`config.mk`:
```
export PLATFORM = sky130hd
export DESIGN_NAME = sprite_mover
export DESIGN_NICKNAME = d
export VERILOG_FILES = /design/src/rtl/sprite_mover.sv
export SDC_FILE = /design/constraint.sdc
export NUM_CORES = 1
export LEC_CHECK = 0
export BUFFER_PORTS_ARGS = -buffer_cell sky130_fd_sc_hd__buf_2
export CAP_MARGIN = 20
export CELL_PAD_IN_SITES_DETAIL_PLACEMENT = 1
export CELL_PAD_IN_SITES_GLOBAL_PLACEMENT = 2
export CORE_MARGIN = 4
export CORE_UTILIZATION = 34
export CTS_BUF_LIST = sky130_fd_sc_hd__clkbuf_16
export DETAILED_ROUTE_END_ITERATION = 12
export GPL_ROUTABILITY_DRIVEN = 0
export PLACE_DENSITY = 0.89
export REMOVE_ABC_BUFFERS = 1
export SLEW_MARGIN = 0
export SYNTH_ARGS = -nofsm -noshare
export SYNTH_HDL_FRONTEND = slang
export SYNTH_SLANG_ARGS = --single-unit
```
`constraint.sdc`:
```
create_clock -name frame_clk -period 3.33 [get_ports frame_clk]
set_input_delay 0.4995 -clock frame_clk [delete_from_list [all_inputs] [get_ports frame_clk]]
set_output_delay 0.4995 -clock frame_clk [all_outputs]
set_load 0.05 [all_outputs]
```
`src/rtl/sprite_mover.sv`:
```
// Grid-aware sprite movement engine for Pac-Man and ghosts.
// Ports: frame_clk/Reset (async, high); isDefeated freezes the sprite;
// req_valid/req_dir request a heading (0 right, 1 down, 2 left, 3 up);
// blocked[d] flags a wall in direction d.
// Outputs: pos_x/pos_y position, dir heading, moving, hasMoved,
// turn_pending (a buffered request is waiting for tile alignment).
module sprite_mover #(
  parameter int X_CENTER = 304,
  parameter int Y_CENTER = 240,
  parameter int X_MIN    = 0,
  parameter int X_MAX    = 639,
  parameter int Y_MIN    = 0,
  parameter int Y_MAX    = 479,
  parameter int STEP     = 1,
  parameter int TILE     = 16,
  parameter int WRAP_X   = 1
) (
  input  logic       frame_clk,
  input  logic       Reset,
  input  logic       isDefeated,
  input  logic       req_valid,
  input  logic [1:0] req_dir,
  input  logic [3:0] blocked,
  output logic [9:0] pos_x,
  output logic [9:0] pos_y,
  output logic [1:0] dir,
  output logic       moving,
  output logic       hasMoved,
  output logic       turn_pending
);

  typedef enum logic [1:0] {
    IDLE = 2'd0,
    MOVE = 2'd1,
    HALT = 2'd2
  } state_t;

  localparam int TB = $clog2(TILE);

  // Limits are checked before stepping so unsigned values never wrap.
  localparam logic [9:0] ST    = 10'(STEP);
  localparam logic [9:0] X_LO  = 10'(X_MIN);
  localparam logic [9:0] X_HI  = 10'(X_MAX + 1 - TILE);
  localparam logic [9:0] Y_LO  = 10'(Y_MIN);
  localparam logic [9:0] Y_HI  = 10'(Y_MAX + 1 - TILE);
  localparam logic [9:0] X_RL  = 10'(X_MAX + 1 - TILE - STEP);
  localparam logic [9:0] X_LL  = 10'(X_MIN + STEP);
  localparam logic [9:0] Y_DL  = 10'(Y_MAX + 1 - TILE - STEP);
  localparam logic [9:0] Y_UL  = 10'(Y_MIN + STEP);
  localparam logic       WRAP  = (WRAP_X != 0);

  state_t     state, state_nx;
  logic [1:0] pend_dir;

  logic       frozen;
  logic       aligned;
  logic       reversal;
  logic [1:0] eff_pend;
  logic       eff_tp;
  logic [1:0] next_dir;
  logic       next_moving;
  logic       next_tp;
  logic       take;
  logic       stop;
  logic [9:0] nx;
  logic [9:0] ny;

  assign frozen  = isDefeated || (state == HALT);
  assign aligned = (pos_x[TB-1:0] == '0) && (pos_y[TB-1:0] == '0);

  always_ff @(posedge frame_clk or posedge Reset) begin
    if (Reset) begin
      state        <= IDLE;
      pos_x        <= 10'(X_CENTER);
      pos_y        <= 10'(Y_CENTER);
      dir          <= 2'd0;
      pend_dir     <= 2'd0;
      turn_pending <= 1'b0;
      hasMoved     <= 1'b0;
    end else begin
      state <= state_nx;
      if (!frozen) begin
        pos_x        <= nx;
        pos_y        <= ny;
        dir          <= next_dir;
        pend_dir     <= eff_pend;
        turn_pending <= next_tp;
        hasMoved     <= hasMoved | take;
      end
    end
  end

  always_comb begin
    // A request on this edge is seen by the decision on the same edge.
    eff_pend    = req_valid ? req_dir : pend_dir;
    eff_tp      = req_valid | turn_pending;
    reversal    = (state == MOVE) && req_valid &&
                  (req_dir == (dir ^ 2'd2));
    next_dir    = dir;
    next_moving = (state == MOVE);
    next_tp     = eff_tp;
    take        = 1'b0;
    if (reversal) begin
      next_dir    = req_dir;
      next_moving = 1'b1;
      next_tp     = 1'b0;
      take        = 1'b1;
    end else if (aligned && eff_tp && !blocked[eff_pend]) begin
      next_dir    = eff_pend;
      next_moving = 1'b1;
      next_tp     = 1'b0;
      take        = 1'b1;
    end else if (aligned && blocked[dir]) begin
      next_moving = 1'b0;
    end

    nx   = pos_x;
    ny   = pos_y;
    stop = 1'b0;
    if (next_moving) begin
      unique case (next_dir)
        2'd0: begin
          if (pos_x > X_RL) begin
            nx   = WRAP ? X_LO : X_HI;
            stop = !WRAP;
          end else begin
            nx = pos_x + ST;
          end
        end
        2'd1: begin
          if (pos_y > Y_DL) begin
            ny   = Y_HI;
            stop = 1'b1;
          end else begin
            ny = pos_y + ST;
          end
        end
        2'd2: begin
          if (pos_x < X_LL) begin
            nx   = WRAP ? X_HI : X_LO;
            stop = !WRAP;
          end else begin
            nx = pos_x - ST;
          end
        end
        2'd3: begin
          if (pos_y < Y_UL) begin
            ny   = Y_LO;
            stop = 1'b1;
          end else begin
            ny = pos_y - ST;
          end
        end
        default: ;
      endcase
    end

    if (frozen)
      state_nx = HALT;
    else if (next_moving && !stop)
      state_nx = MOVE;
    else
      state_nx = IDLE;
  end

  always_comb begin
    moving = (state == MOVE);
  end

endmodule

```
==> impl_summary.md <==
Status
The run finished with clean final reports.

Drt
The violation count after the first detailed-routing iteration is 127. The via count of the routed design is 2283. The detail-routed net length per standard cell is 18.56 um. The number of DRC violations after detailed routing is 0. For this run, the detailed router's first-pass iteration total came to 4.

The post-detailed-route via-to-cell ratio is 6.008. The sum of routed wire length over all layers is 7052 um. The detail route stage leaves a number of antenna-violating nets equal to 0.

Critical path
The required arrival time at the worst endpoint is 3.50 ns. The startpoint of the worst-slack reg-to-reg timing path is pos_x[0]. The number of cells on the worst reg-to-reg path is 10. The worst setup path is captured at a flop. The endpoint arrival time on the critical path is 3.19 ns. The slack of the worst reg-to-reg path is 0.31 ns. The reg-to-reg endpoint is pos_x[8].

The critical path in this run is classified as flop to flop. The type of origin of the critical path is a flop. Of all nets on the critical path, the largest fanout is 10.

Clock network
The clock root buffer is sky130_fd_sc_hd__clkbuf_16. Clock-pin slew was measured on the worst setup and hold paths at 0.07 ns. In this run the number of H-tree levels came out at 1. CTS saw 28 sinks. TritonCTS built the clock tree. The number of resized instances in the post-cts repair step is 0. For the worst-skew pair, the clock arrives at the later sink with an insertion delay of 0.27 ns. For this design, the CTS-stage hold fixing added 0 buffers. The total clock buffers created by CTS is 3.

The count of buffers added by post-CTS timing repair for setup is 0. The longest clock path from root to sink contains 2 buffers.

Synthesis
The mean post-synth cell area is 8.486 um2. During synthesis, Yosys emitted a total of 0 warnings. Counting flops and latches in the post-synthesis netlist gives 28. In the synthesized netlist the dominant register cell turns out to be sky130_fd_sc_hd__dfrtp_1. The share of flip-flops with an asynchronous set or reset after synthesis is 1.000.

Of the synthesized area, sequential elements account for 0.3143. The cell count after synthesis is 266. Counting flops with a built-in enable in the synthesized netlist gives 0. The cell area after synthesis is 2257 um2. The distinct cell type count of the synthesized netlist is 66.

Timing
The relative max-transition margin is 0.4996. Clock skew on the completed layout was measured at 0.003528 ns. The worst-margin pin slew is 0.7440 ns. The total negative slack is 0 ns. The minimum clock period after layout is 3.017 ns.

Setup repair after global routing left no endpoint under its margin. The maximum frequency from static timing analysis is 0.3315 GHz. The hold violation count in the final report is 0.

The setup violation total in the final timing report is 0. Of the available clock period, the critical path in the final layout requires 0.9059. The final max-slew violation count is 0.

Floorplan
The number of standard-cell rows in the floorplan is 29. The die area is 8007 um2. The number of I/O pins is 35. The floorplan step set the die height to 89.48 um. The floorplan step set the die width to 89.48 um. The total area inside the core boundary comes to 6386 um2.

The initial utilization of the core area, before any placement, comes to 0.3534.

GRT
The maximum number of pins on one net before global-route repair is 26. The number of antenna violations at the first check in global routing is 0. The first-pass GRT wire length is 11850 um.

Across every metal layer, demand over resource in global routing totals 0.1899. The total overflow left after global routing is 0. For met1 alone, demand over resource in global routing was 0.2609. In this run the most used layer during global routing was met2.

The global-route met3 utilization is 0.02304. The via count of the first global-routing pass is 2332. The met2 routing resource usage after global routing is 0.3128.

Run
The number of max-cap violations is 0.

Layout
The number of antenna diodes in the final layout is 0. The proportion of layout cells with a drive suffix above 1 is 0.2442. The count of nets after finishing is 319. Leaving out fill and tap cells, the most frequent cell in the layout is sky130_fd_sc_hd__buf_2. The top cell types in the final layout, fill and taps aside, are sky130_fd_sc_hd__buf_2, sky130_fd_sc_hd__o21ai_0, sky130_fd_sc_hd__dfrtp_1. The signed area change from the synthesized netlist to the final layout is 17.29%. For this run, the share of the core covered by cells in the final layout is 0.4146.

Pwr
The internal power summed over all cells is 0.5201 mW. The leakage power figure is 1.091 nW. The overall power of the completed layout is 0.6697 mW.

For this design the ratio of total power to cell area is 252.9 nW/um2. The proportion of power drawn by flip-flops and latches is 0.514. Of the total power, the clock network draws 0.428.

The switching power is 0.1495 mW. The worst IR drop on VDD is 0.1804 mV. Of the total power, combinational logic draws 0.058. Of the total power, the share spent switching nets is 0.2233.

Place
The detailed placement HPWL is 5248 um. The count of port buffers added during placement is 34.

Worst hold path
The tightest min-delay check is of the input port to asynchronous set/reset pin type.
-- power groups by stage --
stage	logic (mW)	registers [mW]	clock network, mW
CTS	0.0354	0.344	0.297
finish	0.0388	0.345	0.286
floorplan	0.0198	0.350	0
global route	0.0435	0.345	0.313
global placement	0.0346	0.351	0
detailed placement	0.0353	0.351	0
-- cell usage after synthesis, types with 2 or more instances --
library cell / n / area share
sky130_fd_sc_hd__nand2b_1: 4 / 0.011
sky130_fd_sc_hd__nor4_1: 5 / 0.014
sky130_fd_sc_hd__and3_1: 3 / 0.0083
sky130_fd_sc_hd__a22oi_1: 4 / 0.013
sky130_fd_sc_hd__a21oi_2: 2 / 0.0078
sky130_fd_sc_hd__nand4_1: 4 / 0.011
sky130_fd_sc_hd__nor3_1: 7 / 0.016
sky130_fd_sc_hd__o311ai_1: 2 / 0.0078
sky130_fd_sc_hd__a21o_2: 2 / 0.0078
sky130_fd_sc_hd__nor2b_1: 3 / 0.0083
sky130_fd_sc_hd__o22ai_1: 4 / 0.011
sky130_fd_sc_hd__mux2i_1: 3 / 0.013
sky130_fd_sc_hd__nand2_1: 18 / 0.030
sky130_fd_sc_hd__a21o_1: 2 / 0.0066
sky130_fd_sc_hd__buf_2: 4 / 0.0089
sky130_fd_sc_hd__dfstp_2: 7 / 0.081
sky130_fd_sc_hd__a21oi_1: 14 / 0.031
sky130_fd_sc_hd__dfrtp_1: 21 / 0.23
sky130_fd_sc_hd__a22o_1: 2 / 0.0078
sky130_fd_sc_hd__o32ai_1: 3 / 0.012
sky130_fd_sc_hd__o31ai_1: 5 / 0.017
sky130_fd_sc_hd__and2_1: 2 / 0.0055
sky130_fd_sc_hd__mux2_2: 2 / 0.010
sky130_fd_sc_hd__a21boi_0: 3 / 0.010
sky130_fd_sc_hd__a32o_1: 2 / 0.0089
sky130_fd_sc_hd__o21ai_0: 23 / 0.051
sky130_fd_sc_hd__ha_1: 5 / 0.028
sky130_fd_sc_hd__clkbuf_1: 7 / 0.012
sky130_fd_sc_hd__a221oi_1: 4 / 0.016
sky130_fd_sc_hd__o211ai_1: 5 / 0.017
sky130_fd_sc_hd__a31oi_1: 2 / 0.0055
sky130_fd_sc_hd__a211oi_1: 3 / 0.010
sky130_fd_sc_hd__and4_1: 2 / 0.0078
sky130_fd_sc_hd__or3_1: 6 / 0.017
sky130_fd_sc_hd__inv_1: 19 / 0.032
sky130_fd_sc_hd__nand3_1: 11 / 0.024
sky130_fd_sc_hd__nand4b_1: 3 / 0.012
sky130_fd_sc_hd__xnor2_1: 5 / 0.019
sky130_fd_sc_hd__o31a_1: 2 / 0.0078
sky130_fd_sc_hd__nor2_1: 13 / 0.022
sky130_fd_sc_hd__o221ai_1: 3 / 0.012
-- worst max-delay path: stages (launching register included) --
cell and delay [ns]:
sky130_fd_sc_hd__dfrtp_1 0.43, sky130_fd_sc_hd__inv_1 0.11, sky130_fd_sc_hd__ha_1 0.22, sky130_fd_sc_hd__nor3b_4 0.26, sky130_fd_sc_hd__o2111ai_2 0.19, sky130_fd_sc_hd__a221oi_4 0.33, sky130_fd_sc_hd__or3_1 0.18, sky130_fd_sc_hd__nand2_1 0.25
sky130_fd_sc_hd__nor3_2 0.54, sky130_fd_sc_hd__a22oi_1 0.13, sky130_fd_sc_hd__o311ai_1 0.28
-- cell type report --
class                           count  area, um2
Multi-Input combinational cell    205       1408
Sequential cell                    28      709.4
Clock inverter                      1      3.754
Timing Repair Buffer               46      280.3
Tap cell                           77      96.34
Inverter                           20      75.07
Clock buffer                        3      75.07
Fill cell                         795       3739
-- flip-flops by register name, indices dropped and copies added (netlist names) --
register      flops
state             2
hasMoved          1
pos_y            10
pend_dir          2
pos_x            10
dir               2
turn_pending      1
-- how the worst max path moves through the flow --
| stage | startpoint | endpoint | slack (ns) | cells after the start |
|---|---|---|---|---|
| after global routing | pos_x[0] | pos_x[8] | 0.05 | 10 |
| after detailed placement | req_valid | pos_x[8] | 0.25 | 9 |
| after global placement | req_valid | pos_y[2] | 0.36 | 9 |
| after CTS | pos_x[0] | pos_x[8] | 0.31 | 10 |
| final | pos_x[0] | pos_x[8] | 0.31 | 10 |
| after floorplan | pos_x[0] | pos_y[2] | 0.24 | 10 |
-- per-layer routing --
| layer | up-vias | wire length (um) |
|---|---|---|
| li1 | 1091 | - |
| met1 | 1134 | 3387 |
| met2 | 53 | 3341 |
| met3 | 5 | 271 |
| met4 | 0 | 52 |
| met5 | - | 0 |
-- kinds of logic after synthesis --
logic type,count (synthesis),synth area share
adder cells (fa/ha/maj),5,0.02772
AO/OA/AOI/OAI,99,0.3204
flip-flops,28,0.3143
XOR/XNOR,6,0.02328
multiplexers,6,0.03326
buffers and inverters,33,0.06209
AND/OR/NAND/NOR,89,0.2190
-- stage by stage --
stage,hold WS [ns],setup WS (ns),std cells,area [um2]
2_1_floorplan,0.5104,0.2361,253,2192
3_3_place_gp,0.4462,0.3603,375,2541
3_5_place_dp,0.4518,0.2489,375,2541
4_1_cts,0.4737,0.3065,379,2620
5_1_grt,0.1511,0.05119,380,2648
6_report,0.1456,0.3132,380,2648
No activity file was read; power rests on OpenSTA's default activity.
